--- src/rtl/core_defines.sv ---
// Shared core definitions: data width, reset vector, NOP encoding and the fetch-queue entry.
package core_defines;

  localparam int XLEN = 32;
  localparam logic [XLEN-1:0] DEFAULT_RESET_PC = 32'h0000_0000;
  localparam logic [XLEN-1:0] INSTR_NOP = 32'h0000_0013;

  typedef struct packed {
    logic [XLEN-1:0] pc;
    logic [XLEN-1:0] instr;
  } fetch_entry_t;

  // Sequential successor; wraps modulo 2^32.
  function automatic logic [XLEN-1:0] next_pc(input logic [XLEN-1:0] pc);
    return pc + XLEN'(4);
  endfunction

endpackage

--- src/rtl/fetch_queue.sv ---
// Synchronous FIFO of fetch entries with flush; head entry read from registered storage.
module fetch_queue
  import core_defines::*;
#(
  parameter int DEPTH = 2,
  parameter int PW    = $clog2(DEPTH),
  parameter int CW    = $clog2(DEPTH) + 1
) (
  input  logic         clock,
  input  logic         reset,
  input  logic         push,
  input  logic         pop,
  input  logic         flush,
  input  fetch_entry_t din,
  output fetch_entry_t dout,
  output logic [CW-1:0] count,
  output logic         full,
  output logic         empty
);

  fetch_entry_t  mem [DEPTH];
  logic [PW-1:0] rd_ptr;
  logic [PW-1:0] wr_ptr;

  // Storage is not reset; occupancy alone decides which entries are live.
  always_ff @(posedge clock) begin
    if (push) begin
      mem[wr_ptr] <= din;
    end
  end

  // Pointer width equals log2(DEPTH), so increments wrap modulo DEPTH for free.
  always_ff @(posedge clock) begin
    if (reset || flush) begin
      rd_ptr <= '0;
      wr_ptr <= '0;
      count  <= '0;
    end else begin
      if (push) wr_ptr <= wr_ptr + PW'(1);
      if (pop)  rd_ptr <= rd_ptr + PW'(1);
      count <= count + CW'(push) - CW'(pop);
    end
  end

  assign dout  = mem[rd_ptr];
  assign full  = (count == CW'(DEPTH));
  assign empty = (count == '0);

endmodule

--- src/rtl/fetch_unit.sv ---
// Fetch-stage front end: owns the PC, captures icache words into fetch_queue, hands {pc, instr, pc+4} to decode.
// Optional FETCH_PERF_EN adds perf_fetched / perf_stall event counters.
module fetch_unit
  import core_defines::*;
#(
  parameter logic [31:0] RESET_PC = DEFAULT_RESET_PC,
  parameter int          FQ_DEPTH = 2
) (
  input  logic        clock,
  input  logic        reset,
  output logic [31:0] icache_addr,
  input  logic [31:0] icache_instr,
  input  logic        redirect_valid,
  input  logic [31:0] redirect_pc,
  input  logic        id_ready,
  output logic        id_valid,
  output logic [31:0] id_instr,
  output logic [31:0] id_pc,
  output logic [31:0] id_pc4
`ifdef FETCH_PERF_EN
  ,
  output logic [31:0] perf_fetched,
  output logic [31:0] perf_stall
`endif
);

  localparam int CW = $clog2(FQ_DEPTH) + 1;

  logic [31:0]   pc;
  logic          push;
  logic          pop;
  logic [CW-1:0] q_count;
  logic          q_full;
  logic          q_empty;
  fetch_entry_t  q_din;
  fetch_entry_t  q_head;

  // Handshake: decode takes the head when id_valid & id_ready in the same cycle;
  // id_valid never depends on id_ready. A pop during a redirect is still a
  // completed transfer from decode's point of view; the flush then drops the rest.
  assign pop  = id_valid & id_ready;
  assign push = ~redirect_valid & (~q_full | pop);

  assign icache_addr = pc;
  assign q_din       = '{pc: pc, instr: icache_instr};

  always_ff @(posedge clock) begin
    if (reset) begin
      pc <= RESET_PC;
    end else if (redirect_valid) begin
      pc <= {redirect_pc[31:2], 2'b00};
    end else if (push) begin
      pc <= next_pc(pc);
    end
  end

  fetch_queue #(
    .DEPTH (FQ_DEPTH)
  ) u_queue (
    .clock (clock),
    .reset (reset),
    .push  (push),
    .pop   (pop),
    .flush (redirect_valid),
    .din   (q_din),
    .dout  (q_head),
    .count (q_count),
    .full  (q_full),
    .empty (q_empty)
  );

  // Outputs read as zero while the queue is empty so stale storage never leaks.
  assign id_valid = (q_count != '0);
  assign id_pc    = q_empty ? 32'h0 : q_head.pc;
  assign id_instr = q_empty ? 32'h0 : q_head.instr;
  assign id_pc4   = q_empty ? 32'h0 : next_pc(q_head.pc);

`ifdef FETCH_PERF_EN
  always_ff @(posedge clock) begin
    if (reset) begin
      perf_fetched <= '0;
      perf_stall   <= '0;
    end else begin
      if (push) perf_fetched <= perf_fetched + 32'd1;
      if (q_full && !pop && !redirect_valid) perf_stall <= perf_stall + 32'd1;
    end
  end
`endif

endmodule

--- config.mk ---
export PLATFORM = sky130hd
export DESIGN_NAME = fetch_unit
export DESIGN_NICKNAME = d
export VERILOG_FILES = /design/src/rtl/core_defines.sv /design/src/rtl/fetch_queue.sv /design/src/rtl/fetch_unit.sv
export SDC_FILE = /design/constraint.sdc
export NUM_CORES = 1
export LEC_CHECK = 0
export CAP_MARGIN = 10
export CELL_PAD_IN_SITES_DETAIL_PLACEMENT = 0
export CELL_PAD_IN_SITES_GLOBAL_PLACEMENT = 2
export CORE_MARGIN = 3
export CORE_UTILIZATION = 28
export DETAILED_ROUTE_END_ITERATION = 6
export GPL_TIMING_DRIVEN = 0
export MAX_ROUTING_LAYER = met4
export PLACE_DENSITY_LB_ADDON = 0.1
export SETUP_SLACK_MARGIN = 0.05
export SLEW_MARGIN = 20
export SYNTH_ARGS = -nofsm -noshare
export SYNTH_HDL_FRONTEND = slang
export SYNTH_SLANG_ARGS = --single-unit
--- constraint.sdc ---
create_clock -name clock -period 6.8 [get_ports clock]
set_input_delay 2.04 -clock clock [delete_from_list [all_inputs] [get_ports clock]]
set_output_delay 2.04 -clock clock [all_outputs]
set_load 0.02 [all_outputs]
==> reports/summary.txt <==
Cell taking the most area after synthesis: edfxtp_1
Most common cell in the synthesized netlist: edfxtp_1
Final Cell Area: 10430 µm²
Met2 routed WL: 11310 µm
Syn. warnings: 0
Final Max Slew Viols: 0
Top-area cell type share of the netlist area: 49.94%
Average cell area after synthesis: 11.70 µm²
Area of the multi-input gates: 2834 µm²
Clock sink total: 159
Netlist cell types: 53
Unrepaired setup endpoints after global routing: no
First DRT Iteration DRCs: 278
Lkg Pwr: 3.324 nW
Antenna cells: 0
M1 wire length: 10540 µm
Met3 Wirelength: 870 µm
Area grow syn2layout: 39.91%
Largest net degree at the start of global routing: 34
Post-cts sizing count: 0
Die area: 28620 µm²
Highest Signal Layer: met4
Worst skew pair latency: 0.42 ns
Fmax: 154.3 MHz
Longest Clk Path Bufs: 2
Vias in the first global route: 6039
Total global-route track usage: 16.45%
Count of state elements after synthesis: 159
Port Buffers: 187
Vias: 5648
Initial antenna violation count: 0
Die Y: 169.2 µm
Initial DRT Pass Iterations: 5
Seq. cell area: 4424 µm²
First-pass GRT wire length: 34960 µm
Root buf cell: clkbuf_16
CTS tree: yes
Dpl hpwl: 17420 µm
Worst vdd ir: 100.5 µV
Final min period: 6.480 ns
Hold crit path type: flip-flop to flip-flop
Worst Clk Skew: 0.01290 ns
Wire per inst: 19.18 µm
CP Launch Type: flip-flop
Residual DRC: 0
Actual slew at the worst max-slew pin: 1.019 ns
Row cnt: 59
Register area share after synthesis: 59.34%
# Max-Cap Violations: 0
Worst-path clk slew: 0.06 ns
Placed cell areas: 9858 µm²
Filler instances: 2520
Critical path type: flip-flop to output pin
Boundary pin count: 197
Final worst-path cycle share: 95.30%
CP Capture Type: output pin
GP Congestion: 0.7972
Worst Path Required: 4.76 ns
Status: finished, final reports clean
Die X-Extent: 169.2 µm
Main synth FF type: edfxtp_1
Fin nets: 926
Core region area: 26130 µm²
Worst-path fanout max: 10
Most common library cells after synthesis: edfxtp_1 (124), nor2_1 (106), mux2i_1 (60)
Cells after synthesis: 637
Initial Util: 28.53%
GRT overflow: 0
DR vias/cell: 4.699
Pwr dens: 239.6 nW/µm²
Setup violations, final: 0
Final Hold Viols: 0
Async S/R FF share, synth: 0%
Share of cells above drive strength 1: 8.304%
Post-DRT Antenna Nets: 0
CP arrival: 4.44 ns
WL final: 23060 µm
H-tree depth: 4
Total power draw: 2.499 mW
Cell Area, Synth: 7456 µm²
Rel. slew slack: 32.08%
Post-synth EDFFs: 124
CTS Buf Count: 17
Synth area leaders: edfxtp_1 (50%), dfxtp_1 (9.4%), mux2i_1 (8.1%), nor2_1 (5.3%), xnor2_1 (4.3%)
cells by family (layout without fill, tap and decap cells):
| family | after synthesis | after routing | share of synthesized area, % |
|---|---|---|---|
| muxes | 65 | 65 | 8.810 |
| AOI/OAI and AO/OA | 71 | 71 | 6.511 |
| adders and majority gates | 4 | 4 | 0.6713 |
| and+or+nand+nor | 248 | 249 | 16.63 |
| buffers and inverters | 49 | 273 | 3.289 |
| DFF | 159 | 159 | 59.34 |
| other | 1 | 6 | 0.05030 |
| xor gates and xnor gates | 40 | 40 | 4.699 |
cell type report:
cell class,instances,share of cell area [%]
Inverter,10,0.3598
Clock buffer,17,4.078
Tap cell,335,4.018
Multi-Input combinational cell,435,27.17
Sequential cell,159,42.41
Timing Repair Buffer,192,18.68
Clock inverter,15,1.295
Buffer,39,1.991
power breakdown:
part	internal [mW]	switching, mW	leakage [nW]	total, mW
logic	0.193	0.243	1.60	0.435
registers	1.11	0.0440	1.47	1.15
clock network	0.507	0.403	0.254	0.910
final timing paths:
check | endpoint | slack (ns) | depth (start not counted) | from
max | id_pc4[26] | 0.32 | 12 | flip-flop
max reg2reg | u_queue.count[1] | 4.03 | 9 | u_queue.count[1]
min reg2reg | u_queue.mem[1][53] | 0.54 | 0 | icache_addr[21]
min | u_queue.mem[1][53] | 0.54 | 0 | icache_addr[21]
layer usage:
layer / up-vias / GRT usage (%)
li1: 2778 / -
met1: 2688 / 21.02
met2: 157 / 27.34
met3: 25 / 2.306
met4: 0 / 4.943
met5: - / -
registers in the layout (all words and copies together) (netlist names), named ones only:
register and count:
u_queue.wr_ptr 1, u_queue.count 2, u_queue.mem 124, icache_addr 30, u_queue.rd_ptr 1
placed cells by master (no fill, tap or decap), types with 9 or more instances in the layout:
master	synthesis	final
nand3_1	17	17
nand2_1	42	42
inv_1	9	9
xnor2_1	37	37
o21ai_0	15	15
clkbuf_16	0	17
a211oi_1	21	21
dfxtp_1	35	35
nand4_1	14	14
buf_2	9	9
a21oi_1	10	10
nor2_1	106	106
nor4_1	10	10
edfxtp_1	124	124
clkdlybuf4s50_1	0	187
mux2i_1	60	60
nor3_1	16	15
clkbuf_1	20	20
timing repair:
item / in CTS / in global routing
hold buffers: 0 / 0
buffers inserted: 0 / 0
setup endpoints to repair: 0 / 3
metrics by stage:
| stage | cells | worst slack, ns | hold slack [ns] | util [%] | TNS, ns |
|---|---|---|---|---|---|
| after global routing | 1202 | 0.08718 | 0.5623 | 39.92 | 0 |
| after global placement | 1164 | -0.4729 | 0.5289 | 37.39 | -28.92 |
| after floorplan | 642 | 1.653 | 0.5202 | - | 0 |
| after CTS | 1201 | 0.06096 | 0.5403 | 39.87 | 0 |
| final | 1202 | 0.3197 | 0.5397 | 39.92 | 0 |
| after detailed placement | 1169 | 0.5264 | 0.5305 | 37.72 | 0 |
critical path, stage by stage, from the launching register on:
cell	delay [ns]
dfxtp_1	0.32
buf_6	0.15
buf_4	0.20
buf_2	0.31
buf_2	0.41
mux2_2	0.26
ha_1	0.15
inv_1	0.12
nor4_4	0.48
nand3_2	0.32
or4_1	0.56
nand2_1	0.08
clkdlybuf4s50_1	0.63
No activity file was read; power rests on OpenSTA's default activity.
